### config.mk
export PLATFORM = sky130hd
export DESIGN_NAME = i2c_eeprom_slave
export DESIGN_NICKNAME = d
export VERILOG_FILES = /design/src/rtl/i2c_eeprom_slave_pkg.sv /design/src/rtl/i2c_eeprom_slave_bus_sync.sv /design/src/rtl/i2c_eeprom_slave.sv
export SDC_FILE = /design/constraint.sdc
export NUM_CORES = 2
export LEC_CHECK = 0
export ABC_AREA = 1
export BUFFER_PORTS_ARGS = -buffer_cell sky130_fd_sc_hd__buf_2
export CAP_MARGIN = 40
export CORE_AREA = 2 2 369 371
export CTS_CLUSTER_DIAMETER = 50
export DETAILED_ROUTE_END_ITERATION = 7
export DIE_AREA = 0 0 371 373
export PLACE_DENSITY_LB_ADDON = 0.15
export RECOVER_POWER = 100
export SYNTH_ARGS = -nofsm -noshare
export SYNTH_HDL_FRONTEND = slang
export SYNTH_SLANG_ARGS = --single-unit
### constraint.sdc
create_clock -name clk -period 5.8 [get_ports clk]
set_input_delay 0.58 -clock clk [delete_from_list [all_inputs] [get_ports clk]]
set_output_delay 0.58 -clock clk [all_outputs]
set_load 0.1 [all_outputs]
### src/rtl/i2c_eeprom_slave_pkg.sv
// Shared FSM state encodings and bus-level constants for the I2C EEPROM slave.
package i2c_eeprom_slave_pkg;

  typedef enum logic [3:0] {
    IDLE, DEV, DEV_ACK, WADDR, WADDR_ACK, WDATA, WDATA_ACK, RDATA, RACK
  } state_t;

  localparam logic I2C_ACK  = 1'b0;
  localparam logic I2C_NACK = 1'b1;
  localparam logic I2C_WR   = 1'b0;
  localparam logic I2C_RD   = 1'b1;

  localparam logic [7:0] MEM_INIT = 8'hff;

endpackage

### src/rtl/i2c_eeprom_slave_bus_sync.sv
// SCL/SDA synchronizers plus edge register; events are registered pulses, SYNC_STAGES+1 clk after the pin.
// START/STOP are judged with the current SCL level so a coincident SCL edge never masks them.
module i2c_bus_sync #(
  parameter int SYNC_STAGES = 2
) (
  input  logic clk,
  input  logic rst_n,
  input  logic scl_i,
  input  logic sda_i,
  output logic scl_rise,
  output logic scl_fall,
  output logic start_det,
  output logic stop_det,
  output logic sda_s
);

  logic [SYNC_STAGES-1:0] scl_q;
  logic [SYNC_STAGES-1:0] sda_q;
  logic                   scl_d;
  logic                   sda_d;
  logic                   scl_c;
  logic                   sda_c;

  assign scl_c = scl_q[SYNC_STAGES-1];
  assign sda_c = sda_q[SYNC_STAGES-1];

  always_ff @(posedge clk) begin
    if (!rst_n) begin
      scl_q     <= '1;
      sda_q     <= '1;
      scl_d     <= 1'b1;
      sda_d     <= 1'b1;
      scl_rise  <= 1'b0;
      scl_fall  <= 1'b0;
      start_det <= 1'b0;
      stop_det  <= 1'b0;
      sda_s     <= 1'b1;
    end else begin
      scl_q     <= {scl_q[SYNC_STAGES-2:0], scl_i};
      sda_q     <= {sda_q[SYNC_STAGES-2:0], sda_i};
      scl_d     <= scl_c;
      sda_d     <= sda_c;
      scl_rise  <= scl_c & ~scl_d;
      scl_fall  <= ~scl_c & scl_d;
      start_det <= scl_c & sda_d & ~sda_c;
      stop_det  <= scl_c & ~sda_d & sda_c;
      sda_s     <= sda_c;
    end
  end

endmodule

### src/rtl/i2c_eeprom_slave.sv
// Byte-addressed EEPROM model on an oversampled I2C bus; sda_oe moves SYNC_STAGES+2 clk after SCL falls.
// Optional write protect via I2C_EEPROM_SLAVE_WP_EN adds the wp port; bus flow control is ACK/NACK only.
module i2c_eeprom_slave
  import i2c_eeprom_slave_pkg::*;
#(
  parameter logic [6:0] DEV_ADDR    = 7'h50,
  parameter int         ADDR_BYTES  = 2,
  parameter int         MEM_DEPTH   = 256,
  parameter int         PAGE_SIZE   = 8,
  parameter int         SYNC_STAGES = 2
) (
  input  logic clk,
  input  logic rst_n,
  input  logic scl_i,
  input  logic sda_i,
`ifdef I2C_EEPROM_SLAVE_WP_EN
  input  logic wp,
`endif
  output logic sda_oe,
  output logic wr_strb,
  output logic rd_strb,
  output logic busy
);

  localparam int            AW      = (MEM_DEPTH > 1) ? $clog2(MEM_DEPTH) : 1;
  localparam logic [AW-1:0] PG_MASK = AW'(PAGE_SIZE - 1);
  localparam logic [1:0]    LAST_AB = 2'(ADDR_BYTES - 1);

  logic scl_rise, scl_fall, start_det, stop_det, sda_s;

  i2c_bus_sync #(.SYNC_STAGES(SYNC_STAGES)) u_sync (
    .clk       (clk),
    .rst_n     (rst_n),
    .scl_i     (scl_i),
    .sda_i     (sda_i),
    .scl_rise  (scl_rise),
    .scl_fall  (scl_fall),
    .start_det (start_det),
    .stop_det  (stop_det),
    .sda_s     (sda_s)
  );

  state_t        state, state_nxt;
  logic [2:0]    cnt, cnt_nxt;
  logic [6:0]    sh, sh_nxt;
  logic [6:0]    tx, tx_nxt;
  logic [AW-1:0] ptr, ptr_nxt;
  logic [1:0]    abyte, abyte_nxt;
  logic          addr_got, addr_got_nxt;
  logic          rw, rw_nxt;
  logic          oe_nxt, busy_nxt, wr_nxt, rd_nxt, mem_we;
  logic [7:0]    byte_in, rd_dat;
  logic          wp_on;

  logic [7:0] mem [MEM_DEPTH] = '{default: MEM_INIT};

`ifdef I2C_EEPROM_SLAVE_WP_EN
  assign wp_on = wp;
`else
  assign wp_on = 1'b0;
`endif

  assign byte_in = {sh, sda_s};
  assign rd_dat  = mem[ptr];

  always_comb begin
    state_nxt    = state;
    cnt_nxt      = cnt;
    sh_nxt       = sh;
    tx_nxt       = tx;
    ptr_nxt      = ptr;
    abyte_nxt    = abyte;
    addr_got_nxt = addr_got;
    rw_nxt       = rw;
    oe_nxt       = sda_oe;
    busy_nxt     = busy;
    wr_nxt       = 1'b0;
    rd_nxt       = 1'b0;
    mem_we       = 1'b0;

    if (stop_det) begin
      state_nxt    = IDLE;
      oe_nxt       = 1'b0;
      busy_nxt     = 1'b0;
      cnt_nxt      = '0;
      addr_got_nxt = 1'b0;
    end else if (start_det) begin
      state_nxt = DEV;
      oe_nxt    = 1'b0;
      cnt_nxt   = '0;
      if (state == IDLE) addr_got_nxt = 1'b0;
    end else begin
      unique case (state)
        DEV: if (scl_rise) begin
          sh_nxt  = byte_in[6:0];
          cnt_nxt = cnt + 3'd1;
          if (cnt == 3'd7) begin
            if (byte_in[7:1] == DEV_ADDR) begin
              state_nxt = DEV_ACK;
              rw_nxt    = byte_in[0];
              busy_nxt  = 1'b1;
            end else begin
              state_nxt = IDLE;
            end
          end
        end
        // sda_oe doubles as the ACK phase marker: first fall drives, second fall ends the ACK clock
        DEV_ACK: if (scl_fall) begin
          if (!sda_oe) begin
            oe_nxt = ~I2C_ACK;
          end else if (rw == I2C_RD) begin
            state_nxt = RDATA;
            tx_nxt    = rd_dat[6:0];
            oe_nxt    = ~rd_dat[7];
            ptr_nxt   = ptr + 1'b1;
            rd_nxt    = 1'b1;
          end else begin
            oe_nxt    = 1'b0;
            abyte_nxt = '0;
            state_nxt = addr_got ? WDATA : WADDR;
          end
        end
        WADDR: if (scl_rise) begin
          sh_nxt  = byte_in[6:0];
          cnt_nxt = cnt + 3'd1;
          if (cnt == 3'd7) begin
            ptr_nxt   = AW'({ptr, byte_in});
            abyte_nxt = abyte + 2'd1;
            state_nxt = WADDR_ACK;
            if (abyte == LAST_AB) addr_got_nxt = 1'b1;
          end
        end
        WADDR_ACK, WDATA_ACK: if (scl_fall) begin
          if (!sda_oe) begin
            oe_nxt = ~I2C_ACK;
          end else begin
            oe_nxt    = 1'b0;
            state_nxt = addr_got ? WDATA : WADDR;
          end
        end
        WDATA: if (scl_rise) begin
          sh_nxt  = byte_in[6:0];
          cnt_nxt = cnt + 3'd1;
          if (cnt == 3'd7) begin
            if (wp_on) begin
              state_nxt = IDLE;
            end else begin
              mem_we    = 1'b1;
              wr_nxt    = 1'b1;
              ptr_nxt   = (ptr & ~PG_MASK) | ((ptr + 1'b1) & PG_MASK);
              state_nxt = WDATA_ACK;
            end
          end
        end
        RDATA: begin
          if (scl_rise) begin
            cnt_nxt = cnt + 3'd1;
            if (cnt == 3'd7) state_nxt = RACK;
          end else if (scl_fall) begin
            oe_nxt = ~tx[6];
            tx_nxt = {tx[5:0], 1'b1};
          end
        end
        // cnt marks whether the master's ACK has been sampled in this bit slot
        RACK: begin
          if (scl_rise) begin
            if (sda_s == I2C_NACK) begin
              state_nxt = IDLE;
              oe_nxt    = 1'b0;
            end else begin
              cnt_nxt = 3'd1;
            end
          end else if (scl_fall) begin
            if (cnt == 3'd0) begin
              oe_nxt = 1'b0;
            end else begin
              state_nxt = RDATA;
              cnt_nxt   = '0;
              tx_nxt    = rd_dat[6:0];
              oe_nxt    = ~rd_dat[7];
              ptr_nxt   = ptr + 1'b1;
              rd_nxt    = 1'b1;
            end
          end
        end
        default: ;
      endcase
    end
  end

  always_ff @(posedge clk) begin
    if (!rst_n) begin
      state    <= IDLE;
      cnt      <= '0;
      sh       <= '0;
      tx       <= '0;
      ptr      <= '0;
      abyte    <= '0;
      addr_got <= 1'b0;
      rw       <= 1'b0;
      sda_oe   <= 1'b0;
      busy     <= 1'b0;
      wr_strb  <= 1'b0;
      rd_strb  <= 1'b0;
    end else begin
      state    <= state_nxt;
      cnt      <= cnt_nxt;
      sh       <= sh_nxt;
      tx       <= tx_nxt;
      ptr      <= ptr_nxt;
      abyte    <= abyte_nxt;
      addr_got <= addr_got_nxt;
      rw       <= rw_nxt;
      sda_oe   <= oe_nxt;
      busy     <= busy_nxt;
      wr_strb  <= wr_nxt;
      rd_strb  <= rd_nxt;
    end
  end

  always_ff @(posedge clk) begin
    if (rst_n && mem_we) mem[ptr] <= byte_in;
  end

endmodule
==> out/qor.txt <==
outcome: finished with violations
failing checks: design-rule violations, max-capacitance violations, max-slew violations
via-per-instance ratio: 6.41
GRT Total Usage: 31.7%
chip height: 373 µm
dominant synthesized flop cell: edfxtp_1
DRC: 7
Bufs on Longest Clock Path: 3
combinational power share: 22.6%
fin crit period: 4.74 ns
Worst EP arrival: 5.24 ns
Die ar.: 0.138 mm²
DRT antenna net count: 0
sequential fraction of the synthesis area: 74.2%
R2R depth: 2
# setup viols final: 0
post-CTS resize count: 0
Power Internal: 0.0270 W
Yosys cell types: 39
Post-CTS Setup Repair Bufs: 0
width of the chip: 371 µm
post-route clock skew: 0.0242 ns
Initial Util: 62.7%
Final Hold Fails: 0
largest net degree at the start of global routing: 226
Crit path required time: 6.30 ns
post-synth top area cell: edfxtp_1
fill count: 9300
Max FO, Critical Path: 186
relative slew slack: -189%
Power Total: 0.0392 W
sw power: 0.0122 W
share of layout cells above drive strength 1: 6.04%
Slew Limit Fails: 1453
Setup CP Type: reg2reg
fmax: 211 MHz
syn_nets: 6888
clock network fraction of design power: 34.3%
pwr dens: 424 mW/mm²
Root Buffer: clkbuf_16
synthesis-to-layout area growth: 9.53%
H-tree levels: 4
vias in the first global route: 52200
I/O Pins: 8
initial antenna violation count: 3
setup TNS: 0 ns
Worst VDD drop: 0.345 mV
DR pass1 iterations: 8
Worst setup EP type: flip-flop
Commonest cells post-synth: 2048 x edfxtp_1, 1143 x nor2_1, 868 x o21ai_0
Nets: 6708
drt initial violations: 7816
async set-reset flop share out of synthesis: 0%
FP Rows: 135
Startpoint Class: flip-flop
routed wire length: 220000 µm
top cells by area, synth: edfxtp_1 73%, o21ai_0 5.1%, nor2_1 5.1%
leakage: 31.7 nW
Reg power frac: 43.1%
Post-synth EDFFs: 2048
PortBufs: 7
FF+latch count, synth: 2103
cell with the most instances after synthesis: edfxtp_1
Num CTS Buffers: 207
TritonCTS clock tree: built
first-pass GRT wire length: 329000 µm
switching share of power: 31.2%
Routed wire per std cell: 25.4 µm
post-synth top area share: 72.9%
YS warnings: 0
via count: 55500
MaxCap Viol Count: 17
Hold Path Cell Cnt: 2
core area: 0.135 mm²
CTS sink cnt: 2103
Detail Placement HPWL: 119000 µm
slew at the pin with the worst max-slew slack: 4.33 ns
worst skew pair latency: 0.83 ns
grt ovf: 0
Hold Path Class: in2reg
final worst-path cycle share: 81.7%
RSZ-0062 raised after global routing: no
mean post-synth cell area: 12.3 µm²
Cells after Synth: 6876
Mapped Area: 0.0844 mm²
clk slew on worst S/H paths: 0.06 ns
GPL Wtd Cong: 0.902
critical path, stage by stage, from the launching register on:
cell	delay, ns
dfxtp_4	0.34
clkbuf_2	2.99
buf_4	1.01
sequential cells by signal, summed over array words and instances, names as in the netlist, 2 cells and up, named ones only:
name,flops
mem,2048
ptr,8
sh,7
tx,7
state,4
cnt,3
abyte,2
u_sync.scl_q,2
u_sync.sda_q,2
routing by layer:
layer / vias to the layer above / wire length [µm] / share of wire, % / global-route usage, %
met5: - / 33 / 0.015 / 0
met3: 502 / 23500 / 11 / 6.20
li1: 24700 / - / - / -
met1: 27100 / 87200 / 40 / 46.3
met4: 4 / 8580 / 3.9 / 12.4
met2: 3219 / 101000 / 46 / 47.5
worst paths after layout:
kind	from	end	slack, ns
worst min-delay path	rst_n	u_sync.scl_d$_SDFF_PN1_	0.37
worst min register to register	u_sync.scl_q[0]$_SDFF_PN1_	u_sync.scl_q[1]$_SDFF_PN1_	0.43
worst max-delay path	sh[3]$_SDFFE_PN0P_	mem[95][4]$_DFFE_PP_	1.06
worst max register to register	sh[3]$_SDFFE_PN0P_	mem[95][4]$_DFFE_PP_	1.06
cell type report:
cell class | instances | area (µm²) | share of cell area (%)
clock buffers | 253 | 5450 | 5.90
clock inverters | 134 | 1360 | 1.47
diodes | 4 | 10.0 | 0.0108
well taps | 1781 | 2230 | 2.41
multi-input cells | 4188 | 19200 | 20.8
repair buffers | 105 | 1130 | 1.23
inverters | 91 | 385 | 0.417
flip-flops and latches | 2103 | 62600 | 67.8
power groups by stage:
stage / Clock, W / Combinational (W) / Sequential, W
final: 0.0135 / 0.00886 / 0.0169
after global routing: 0.0141 / 0.00965 / 0.0169
after CTS: 0.0135 / 0.00870 / 0.0169
after detailed placement: 0 / 0.00865 / 0.0172
after global placement: 0 / 0.00842 / 0.0172
after floorplan: 0 / 0.00609 / 0.0172
layout by cell type, fill, tap and decap left out, types with 6 or more instances in the layout:
master | netlist | routed
buf_4 | 16 | 39
nand3_2 | 0 | 8
o21ai_1 | 19 | 19
clkbuf_2 | 0 | 8
clkbuf_16 | 0 | 211
nand3_1 | 766 | 758
inv_1 | 83 | 82
nand2_1 | 843 | 847
clkbuf_1 | 267 | 63
a21oi_1 | 59 | 59
buf_16 | 0 | 8
o21ai_0 | 868 | 868
ha_1 | 8 | 8
dfxtp_4 | 0 | 6
inv_6 | 1 | 9
buf_12 | 0 | 23
nor2_1 | 1143 | 1149
clkinv_1 | 3 | 50
o22ai_1 | 420 | 420
edfxtp_1 | 2048 | 2048
dfxtp_1 | 55 | 48
nor3_1 | 7 | 8
bufinv_16 | 0 | 25
clkinv_2 | 0 | 41
nand2_2 | 11 | 7
cells by family (layout without fill, tap and decap cells):
| group | Yosys count | in the layout | synth area share, % |
|---|---|---|---|
| flops | 2103 | 2103 | 74.2 |
| xor+xnor | 6 | 6 | 0.0623 |
| buf+inv | 585 | 583 | 3.02 |
| simple gates | 2789 | 2789 | 13.7 |
| other cells | 0 | 4 | 0 |
| compound gates | 1385 | 1385 | 8.92 |
| fa+ha+maj | 8 | 8 | 0.119 |
stage by stage:
stage / hold slack, ns / utilization, % / setup slack (ns) / area, µm² / std cells
3_5_place_dp: 0.412 / 63.8 / 1.88 / 85900 / 8264
6_report: 0.366 / 68.6 / 1.06 / 92400 / 8659
3_3_place_gp: 0.402 / 63.4 / 1.79 / 85400 / 8241
2_1_floorplan: 0.393 / - / 0.921 / 84400 / 6876
5_1_grt: 0.352 / 68.6 / 0.832 / 92400 / 8655
4_1_cts: 0.0726 / 68.8 / 1.88 / 92700 / 8653
what timing repair did:
action,in CTS,in global routing
endpoints found under the setup margin,0,0
endpoints found under the hold margin,2,0
hold buffers,2,0
No activity file was read; power rests on OpenSTA's default activity.
